File: config.mk
export PLATFORM = sky130hd
export DESIGN_NAME = paddsb_reduce_ctrl
export DESIGN_NICKNAME = d
export VERILOG_FILES = /design/src/rtl/paddsb_reduce_ctrl.sv
export SDC_FILE = /design/constraint.sdc
export NUM_CORES = 1
export LEC_CHECK = 0
export ABC_CLOCK_PERIOD_IN_PS = 3200
export CORE_ASPECT_RATIO = 2
export CORE_MARGIN = 4
export CORE_UTILIZATION = 45
export DETAILED_ROUTE_END_ITERATION = 6
export GPL_TIMING_DRIVEN = 0
export PLACE_DENSITY = 0.76
export SYNTH_ARGS = -nofsm -noshare
export SYNTH_HDL_FRONTEND = slang
export SYNTH_SLANG_ARGS = --single-unit
File: constraint.sdc
create_clock -name clk -period 3.2 [get_ports clk]
set_input_delay 0.64 -clock clk [delete_from_list [all_inputs] [get_ports clk]]
set_output_delay 0.64 -clock clk [all_outputs]
set_load 0.01 [all_outputs]
File: src/rtl/paddsb_reduce_ctrl.sv
// paddsb_reduce_ctrl
//   Accumulates a burst of packed 4x4-bit signed words into a per-lane
//   saturating sum (PADDSB-style) and hands the result to a consumer.
//
//   Ports
//     clk, rst              clock, synchronous active-high reset
//     start, len            burst request (len words), accepted only in IDLE
//     busy                  high whenever not IDLE
//     in_valid/in_ready     input word handshake, in_data = 4 packed lanes
//     out_valid/out_ready   result handshake
//     out_data              saturated lane sums, held until the next start
//     out_sat               sticky per-lane overflow flags (bit n = lane n)

// One lane: signed 4-bit add clamped to [-8, 7].
module paddsb_lane (
    input  logic [3:0] a,
    input  logic [3:0] b,
    output logic [3:0] sum,
    output logic       ovf
);
    logic [3:0] raw;

    assign raw = a + b;
    // Overflow only when both operands share a sign the result lost.
    assign ovf = (a[3] == b[3]) && (raw[3] != a[3]);
    assign sum = ovf ? (a[3] ? 4'b1000 : 4'b0111) : raw;
endmodule

module paddsb_reduce_ctrl #(
    parameter int LEN_W = 4
) (
    input  logic             clk,
    input  logic             rst,
    input  logic             start,
    input  logic [LEN_W-1:0] len,
    output logic             busy,
    input  logic             in_valid,
    input  logic [15:0]      in_data,
    output logic             in_ready,
    output logic             out_valid,
    output logic [15:0]      out_data,
    output logic [3:0]       out_sat,
    input  logic             out_ready
);
    localparam int NUM_LANES = 4;
    localparam int LANE_W    = 4;

    // One-hot so the handshake outputs are direct state flop bits.
    typedef enum logic [2:0] {
        IDLE  = 3'b001,
        ACCUM = 3'b010,
        DONE  = 3'b100
    } state_t;

    state_t                              state;
    logic [NUM_LANES-1:0][LANE_W-1:0]    acc;
    logic [NUM_LANES-1:0][LANE_W-1:0]    in_lanes;
    logic [NUM_LANES-1:0][LANE_W-1:0]    sum;
    logic [NUM_LANES-1:0]                ovf;
    logic [NUM_LANES-1:0]                sat;
    logic [LEN_W-1:0]                    cnt;

    assign in_lanes = in_data;

    genvar gi;
    generate
        for (gi = 0; gi < NUM_LANES; gi++) begin : g_lane
            paddsb_lane u_lane (
                .a   (acc[gi]),
                .b   (in_lanes[gi]),
                .sum (sum[gi]),
                .ovf (ovf[gi])
            );
        end
    endgenerate

    always_ff @(posedge clk) begin
        if (rst) begin
            state <= IDLE;
            acc   <= '0;
            sat   <= '0;
            cnt   <= '0;
        end else begin
            case (state)
                IDLE: begin
                    if (start) begin
                        acc   <= '0;
                        sat   <= '0;
                        cnt   <= len;
                        state <= (len == '0) ? DONE : ACCUM;
                    end
                end
                ACCUM: begin
                    if (in_valid) begin
                        acc <= sum;
                        sat <= sat | ovf;
                        cnt <= cnt - LEN_W'(1);
                        // This transfer is the last one of the burst.
                        if (cnt == LEN_W'(1))
                            state <= DONE;
                    end
                end
                DONE: begin
                    if (out_ready)
                        state <= IDLE;
                end
                default: state <= IDLE;
            endcase
        end
    end

    assign busy      = ~state[0];
    assign in_ready  = state[1];
    assign out_valid = state[2];
    assign out_data  = acc;
    assign out_sat   = sat;
endmodule

# Yosys cells after proc, flatten, opt, wreduce, memory -nomap -nowiden
# Index checks and enable logic that the tools add are counted.
[totals]
word_cells = 61
ff_bits = 27
in_bits = 25
out_inout_bits = 23
[classes]
mux = 23
bitwise_logic = 2
n_eq_ne = 16
add_sub_neg = 5
n_reduce_logical = 8
[ops]
columns = ["op", "n"]
rows = [
  ["4-bit 2-to-1 mux", 12],
  ["16-bit 2-to-1 mux", 2],
  ["16-bit one-hot mux with 2 select lines", 1],
  ["4-bit adder", 4],
  ["4-bit one-hot mux with 2 select lines", 2],
  ["3-bit 2-to-1 mux", 5],
  ["3-bit one-hot mux with 3 select lines", 1],
  ["2-bit != test, second input constant", 4],
  ["1-bit == test", 4],
  ["4-bit by 1-bit == test with 1-bit output, second input constant", 1],
  ["1-bit logical AND", 4],
  ["4-bit zero test", 1],
  ["1-bit != test", 4],
  ["4-bit bitwise OR", 1],
  ["4-bit AND reduction", 1],
  ["4-bit by 1-bit subtractor with 4-bit output, second input constant", 1],
  ["3-bit by 1-bit == test with 1-bit output, second input constant", 1],
  ["3-bit by 2-bit == test with 1-bit output, second input constant", 1],
  ["3-bit == test, second input constant", 1],
  ["3-bit AND reduction", 1],
  ["2-bit nonzero test", 1],
  ["1-bit NOT", 1],
]

# Logic depth before layout (Yosys ltp)
# Gate-level depths: netlist of run 1.
[depth]
ltp_word = 6
ltp_mapped = 8
ltp_nobuf = 8

# Cells and area by module
# A second synthesis of run 1 with hierarchy kept.
[hier_totals]
hier_cells = 255
area_unflattened_um2 = 2049.5
[modules_own_cells]
columns = ["mod", "cells_per_inst", "instances", "seq_area_each_um2", "area_per_inst_um2"]
rows = [
  ["paddsb_reduce_ctrl", 147, 1, 540.5, 1228.7],
  ["paddsb_lane", 27, 4, 0.0, 205.2],
]

# Worst setup path after synthesis of run 1
# OpenSTA, ideal clock, no wires.
[synth_path]
path_type = "input to register"
startpoint = "input port in_data[1]"
endpoint = "register acc, in the netlist out_data[2]"
arrival_time_ns = 1.833
t_required_ns = 3.068
slack_ns = 1.235
n_path_buf = 0
path_stages = 6
setup_time_ns = 0.132
path_cell_list = "ha_1 -> a21o_1 -> or3b_2 -> a31o_2 -> nand2_1 -> a21oi_1"
[synth_between]
elab_chain_len = 6
[synth_rtl]
columns = ["item", "line", "rtl"]
rows = [
  ["start, declared", "38", "input logic [15:0] in_data,"],
  ["4-bit adder *", "23", "assign raw = a + b;"],
  ["1-bit != test", "25", "assign ovf = (a[3] == b[3]) && (raw[3] != a[3]);"],
  ["1-bit logical AND", "25", ""],
  ["4-bit 2-to-1 mux *", "26", "assign sum = ovf ? (a[3] ? 4'b1000 : 4'b0111) : raw;"],
  ["16-bit 2-to-1 mux *", "94", "if (in_valid) begin"],
  ["16-bit one-hot mux with 2 select lines *", "84", "case (state)"],
  ["end signal, assigned", "95", "acc <= sum;"],
  ["end, declared", "56", "logic [NUM_LANES-1:0][LANE_W-1:0] acc;"],
]
# Every way passes the cells marked *; elsewhere a longest branch is shown, timed or not. The select of a mux whose other input is x is not followed.
# A chain may end at the register's enable or synchronous reset.

# Worst setup path in the final report of run 1
[layout_path]
startpoint = "input port start"
endpoint = "register cnt[0]"
[layout_between]
elab_chain_len = 2
[layout_rtl]
columns = ["item", "line", "rtl"]
rows = [
  ["start, declared", "34", "input logic start,"],
  ["2-bit != test (no source line)", "n/a", ""],
  ["3-bit AND reduction (no source line)", "n/a", ""],
  ["end signal, assigned", "89", "cnt <= len;"],
  ["end signal, assigned", "97", "cnt <= cnt - LEN_W'(1);"],
  ["end, declared", "61", "logic [LEN_W-1:0] cnt;"],
]
# No other way between the ends.

==> results of run 1 <==
[final timing paths]
| path | start | to | slack, ps | cells after the start |
|---|---|---|---|---|
| worst max-delay path | start | cnt[0] | 830 | 7 |
| worst min-delay path | out_sat[1] | out_sat[1] | 470 | 2 |
| worst max register to register | state[2] | cnt[0] | 1240 | 7 |
| worst min register to register | out_sat[1] | out_sat[1] | 470 | 2 |
[Yosys cell counts (2+ instances only)]
library cell / n
or3_1: 2
inv_1: 17
xor2_1: 2
a21oi_1: 19
a31oi_1: 4
and3_1: 3
o22ai_1: 4
nand2b_1: 4
dfxtp_1: 27
o31ai_1: 2
nor2b_1: 2
nand2_1: 21
a21o_1: 5
fa_1: 4
ha_1: 14
nor4_1: 5
or2_2: 2
o311ai_0: 2
a221oi_1: 3
nor3_1: 6
clkbuf_1: 5
nor2_1: 23
o21ai_0: 15
mux2i_1: 4
[cell families (layout without fill, tap and decap cells)]
family | Yosys count | after routing | share of synthesized area, %
adders and majority gates | 18 | 18 | 14.7
DFF | 27 | 27 | 31.2
muxes | 4 | 4 | 2.31
xor gates and xnor gates | 3 | 3 | 1.52
and+or+nand+nor | 77 | 77 | 22.8
buffers and inverters | 23 | 74 | 5.42
AOI/OAI and AO/OA | 61 | 61 | 22.0
[critical path, delay by kind of cell]
family	cells	cell delay [ps]
buf+inv	3	1060
compound gates	1	320
simple gates	3	500
[per-layer routing]
layer | vias up | global-route usage [%] | wire length (um)
met1 | 751 | 18.0 | 1520
met4 | 0 | 6.78 | 65
li1 | 859 | - | -
met2 | 41 | 32.5 | 2200
met5 | - | 0 | 0
met3 | 6 | 1.71 | 153
[registers in the layout, summed over array words and instances (netlist names)]
name,count
out_data,16
cnt,4
out_sat,4
state,3
[cells in the final DEF (no fill, tap or decap), drive strengths merged, types with 2 or more instances in the layout]
master,netlist,layout
clkdlybuf4s50,0,47
o31ai,3,3
dfxtp,27,27
inv,17,17
nand2,21,21
and3,3,3
o22ai,4,4
clkbuf,5,8
or2,2,2
nor2b,3,3
a21o,5,5
a21oi,19,19
a221oi,3,3
xor2,2,2
o21ai,15,15
nand2b,4,4
mux2i,4,4
ha,14,14
fa,4,4
a31oi,4,4
nor3,6,6
nor2,23,23
o311ai,2,2
or3,2,2
nor4,5,5
[power groups by stage]
stage               Combinational, mW  Clock, mW  Sequential, mW
floorplan                       0.148          0           0.394
global placement                0.252          0           0.392
detailed placement              0.255          0           0.393
CTS                             0.256      0.206           0.385
global route                    0.285      0.217           0.389
finish                          0.253      0.200           0.385
[per-stage QoR]
stage                     setup WS [ps]  total power [mW]  cell area, um2  hold WS (ps)  std cells
after detailed placement            502             0.647            2260           447        309
after CTS                           804             0.847            2310           471        313
final                               829             0.838            2310           465        313
after floorplan                    1240             0.542            1730           474        213
after global placement              555             0.643            2260           435        309
after global routing                653             0.891            2310           500        313
[area by class of cell]
cell class                      instances  area, um2
Sequential cell                        27        541
Buffer                                  6       30.0
Timing Repair Buffer                   47        470
Clock inverter                          1       5.00
Tap cell                               49       61.3
Fill cell                             358       1370
Inverter                               17       63.8
Clock buffer                            3       41.3
Multi-Input combinational cell        163       1100
==> results.yml, run 1 <==
run_status:
  outcome: "completed"
route:
  vias: 1657
  firstDrtPassIters: 4
  ant_nets: 0
  drc: 0
  avgViaCountPerCell: 5.29
  drtIter0Drc: 26
  routed_wl_um: 3940
  post_drt_wl_per_cell_um: 12.6
min_path:
  hold_class: "reg2reg"
power_and_ir_drop:
  p_clk_share_pct: 23.8
  power_frac_seq_pct: 46.0
  netSwitchingFraction_pct: 31.8
  p_switching_mw: 0.267
  ir_worst_vdd_v: 0.000294
  intPower_mw: 0.571
  powerDensity_nw_per_um2: 363
  power_leakage_nw: 0.932
  p_comb_share_pct: 30.2
timing:
  report.final.slew_viol_count: 0
  hold_viol_final: 0
  setup_viol: 0
  fin_setup_tns_ps: 0
  min_period_over_period_pct: 74.1
  finalCriticalPeriod_ps: 2370
  grt_setup_unrepaired: "false"
  worst_slew_pin_slew_ps: 530
  slew_headroom_pct: 64.5
  max_freq_mhz: 422
  fin_worst_skew_ps: 7.08
yosys:
  netlist.area_leader.share_pct: 31.2
  synth-seq-cells: 27
  synth_nets: 256
  avgSynthCellArea_um2: 8.14
  syn_inst: 213
  synth_edf_count: 0
  synth_flop_cell: "dfxtp_1"
  yosys_warnings: 0
  netlist_area_um2: 1730
  ys_types: 42
  synth_top_area_cell: "dfxtp_1"
  ys_seq_area_share_pct: 31.2
  async_reset_ff_share_pct: 0
  synthTopCellsByArea: "dfxtp_1, ha_1, a21oi_1"
setup_path:
  worstPathRequired_ps: 3360
  criticalPathCategory: "in2reg"
  critPathCaptureType: "flip-flop"
  cp_max_fo: 10
  cpPeakStageDelay_ps: 490
  path_cells: "clkdlybuf4s50_1, nor4bb_1, clkbuf_1, nor2_1, clkbuf_1, a221oi_1, nor2_1"
  crit_path_start_kind: "input port"
  worstPathArrival_ps: 2540
  critPathSlowestCell: "clkdlybuf4s50_1"
grt:
  antenna_found_initial: 0
  grt_max_degree: 16
  gr-total-overflow: 0
  grt_pass1_vias: 1537
  grt_usage_pct: 16.9
  grt_pass1_wl_um: 6510
placement:
  routabilityCongestion: 0.772
  dp_hpwl_um: 3220
  portBuffers: 47
die:
  io_pins: 48
  die_area_um2: 4970
  fp.dieW_um: 51.9
  row_count: 31
  chipHeight_um: 95.8
  initial_core_util_pct: 47.0
  core_area_um2: 3680
cells_and_area:
  diodes: 0
  layout.nets: 308
  drive_gt1_share_pct: 5.30
  syn_to_final_growth_pct: 33.4
  utilization_pct: 62.7
cts:
  cts_hold_buf: 0
  htree_levels: 1
  clockBufferDepth: 2
  tritoncts: "done"
  root_buffer: "clkbuf_8"
  cts_inserted_buffers: 3
  clk_pin_slew_ps: 100
  worstSkewPairLatency_ps: 280
  cts_resized: 0
  clock_sinks: 27
  postCtsSetupRepairBufs: 0
run:
  drv_cap: 0
Note: power is estimated with default switching activity, not from simulation.
==> inputs of run 2 (changes only) <==
--- a/config.mk
+++ b/config.mk
@@ -5,7 +5,7 @@
 export SDC_FILE = /design/constraint.sdc
 export NUM_CORES = 1
 export LEC_CHECK = 0
-export ABC_CLOCK_PERIOD_IN_PS = 3200
+export ABC_CLOCK_PERIOD_IN_PS = 2300
 export CORE_ASPECT_RATIO = 2
 export CORE_MARGIN = 4
 export CORE_UTILIZATION = 45
==> constraint.sdc (replaced) <==
create_clock -name clk -period 2.3 [get_ports clk]
set_input_delay 0.46 -clock clk [delete_from_list [all_inputs] [get_ports clk]]
set_output_delay 0.46 -clock clk [all_outputs]
set_load 0.01 [all_outputs]
==> run 2 against run 1 <==
Wire length grew 1.6%. Sequential share of layout area shrank 0.050 points. First-iteration DRC count increased by 19%. Setup slack worse by 650 ps. Sequential power grew 39%. Power is 39% higher. Clock-buffer cell count is the same. Design area rose by 0.22%. Global-route usage is the same. Via count grew 0.84%. Clock skew fell by 0.56 ps. Critical path type unchanged. Largest power group unchanged. Highest routed layer unchanged.
==> results.yml, run 2 (same netlist as run 1, synthesis figures left out) <==
setup_path:
  r2r-start: "state[1]"
  critPathCaptureType: "flip-flop"
  criticalPathCategory: "in2reg"
  worstPathRequired_ps: 2460
  regToRegSetupSlack_ps: 350
  crit_end: "cnt[2]"
  cpPeakStageDelay_ps: 450
  path_cells: "clkdlybuf4s50_1, nor4bb_1, clkbuf_2, nor2_1, clkbuf_1, nor2_1, a21oi_1, nor2_1"
  crit_path_start_kind: "input port"
  rr_worst_depth: 5
  cp_common_cell: "nor2_1"
  r2r-end: "out_data[10]"
  worstPathArrival_ps: 2270
  critPathSlowestCell: "clkbuf_1"
  cp-startpoint: "start"
  cp_max_fo: 10
cells_and_area:
  multi_input_area_um2: 1100
  utilization_pct: 62.9
  largest_reg_flops: 16
  layout_commonest_cell: "clkdlybuf4s50_1"
  diodes: 0
  layout.nets: 308
  regArea_um2: 541
  final_cell_mix: "clkdlybuf4s50_1, dfxtp_1, nor2_1"
  syn_to_final_growth_pct: 33.6
  final_cells: 313
  fillerInstances: 360
  drive_gt1_share_pct: 6.06
power_and_ir_drop:
  p_switching_mw: 0.373
  p_comb_share_pct: 30.4
  finalPower_mw: 1.17
  powerDensity_nw_per_um2: 505
  ir_worst_vdd_v: 0.000410
  p_clk_share_pct: 23.7
  intPower_mw: 0.796
  power_frac_seq_pct: 45.9
  netSwitchingFraction_pct: 31.9
  power_leakage_nw: 0.936
die:
  row_count: 31
  chipHeight_um: 95.8
  die_area_um2: 4970
  core_area_um2: 3680
  fp.dieW_um: 51.9
  io_pins: 48
  initial_core_util_pct: 47.0
cts:
  cts_inserted_buffers: 3
  worstSkewPairLatency_ps: 280
  tritoncts: "done"
  htree_levels: 1
  clockBufferDepth: 2
  clock_sinks: 27
  root_buffer: "clkbuf_8"
  postCtsSetupRepairBufs: 0
  clk_pin_slew_ps: 100
timing:
  slew_headroom_pct: 64.8
  fin_setup_tns_ps: 0
  worst_slew_pin_slew_ps: 526
  max_freq_mhz: 472
  report.final.slew_viol_count: 0
  setup_viol: 0
  hold_viol_final: 0
  finalCriticalPeriod_ps: 2120
  min_period_over_period_pct: 92.0
  grt_setup_unrepaired: "false"
  fin_worst_skew_ps: 6.52
  timing.hold.ws_ps: 465
min_path:
  hold_class: "reg2reg"
route:
  firstDrtPassIters: 5
  avgViaCountPerCell: 5.34
  drtIter0Drc: 31
  vias: 1671
  routed_wl_um: 4000
  drc: 0
  post_drt_wl_per_cell_um: 12.8
  ant_nets: 0
placement:
  portBuffers: 47
  dpl.cell_count: 309
  dp_hpwl_um: 3220
  routabilityCongestion: 0.772
grt:
  grt_pass1_wl_um: 6510
  grt_pass1_vias: 1537
  gr-total-overflow: 0
  antenna_found_initial: 0
  grt_max_degree: 16
  grt_usage_pct: 16.9
run_status:
  outcome: "completed"
run:
  drv_cap: 0
[run 2: changes by cell type in the layout (fill, tap and decap cells not counted)]
cell / before / now
a21oi_1: 19 / 18
a21oi_2: 0 / 1
clkbuf_1: 5 / 4
clkbuf_2: 0 / 1
[run 2: layout make-up]
type,count,area share [%]
tap,49,2.65
inverter,17,2.76
clock buffer,3,1.78
timing repair buffer,47,20.3
multi-input combinational,163,47.6
buffer,6,1.35
sequential,27,23.3
clock inverter,1,0.216
[run 2: per-layer routing]
| layer | vias up | global-route usage, % | routed length, um |
|---|---|---|---|
| met5 | - | 0 | 0 |
| met2 | 39 | 32.5 | 2240 |
| met4 | 0 | 6.78 | 70 |
| met3 | 10 | 1.71 | 134 |
| li1 | 858 | - | - |
| met1 | 764 | 18.0 | 1550 |
[run 2: critical path: cells and delay by family]
family	cells	cell delay [ps]
buffers and inverters	3	1050
AND/OR/NAND/NOR	4	630
AO/OA/AOI/OAI	1	140
[run 2: how the worst min path moves through the flow]
stage | start | endpoint | slack (ps) | depth (start not counted)
after floorplan | cnt[3] | cnt[3] | 470 | 2
after global placement | out_sat[1] | out_sat[1] | 440 | 2
after detailed placement | out_sat[1] | out_sat[1] | 450 | 2
after CTS | out_sat[1] | out_sat[1] | 470 | 2
after global routing | out_sat[1] | out_sat[1] | 500 | 2
final | out_sat[1] | out_sat[1] | 470 | 2
[run 2: power groups by stage]
stage	Clock [mW]	Combinational (mW)	Sequential [mW]
after floorplan	0	0.206	0.548
after global placement	0	0.350	0.545
after detailed placement	0	0.354	0.546
after CTS	0.287	0.357	0.536
after global routing	0.301	0.397	0.542
final	0.277	0.355	0.536
[run 2: metrics by stage]
| step | cell area (um2) | setup WS, ps |
|---|---|---|
| 2_1_floorplan | 1730 | 515 |
| 3_3_place_gp | 2260 | -165 |
| 3_5_place_dp | 2260 | -218 |
| 4_1_cts | 2310 | 84.3 |
| 5_1_grt | 2320 | 57.0 |
| 6_report | 2320 | 183 |
[run 2: repair_timing]
item	in CTS	in global routing
endpoints found under the setup margin	0	5
resized for setup	0	2
hold buffers	0	0
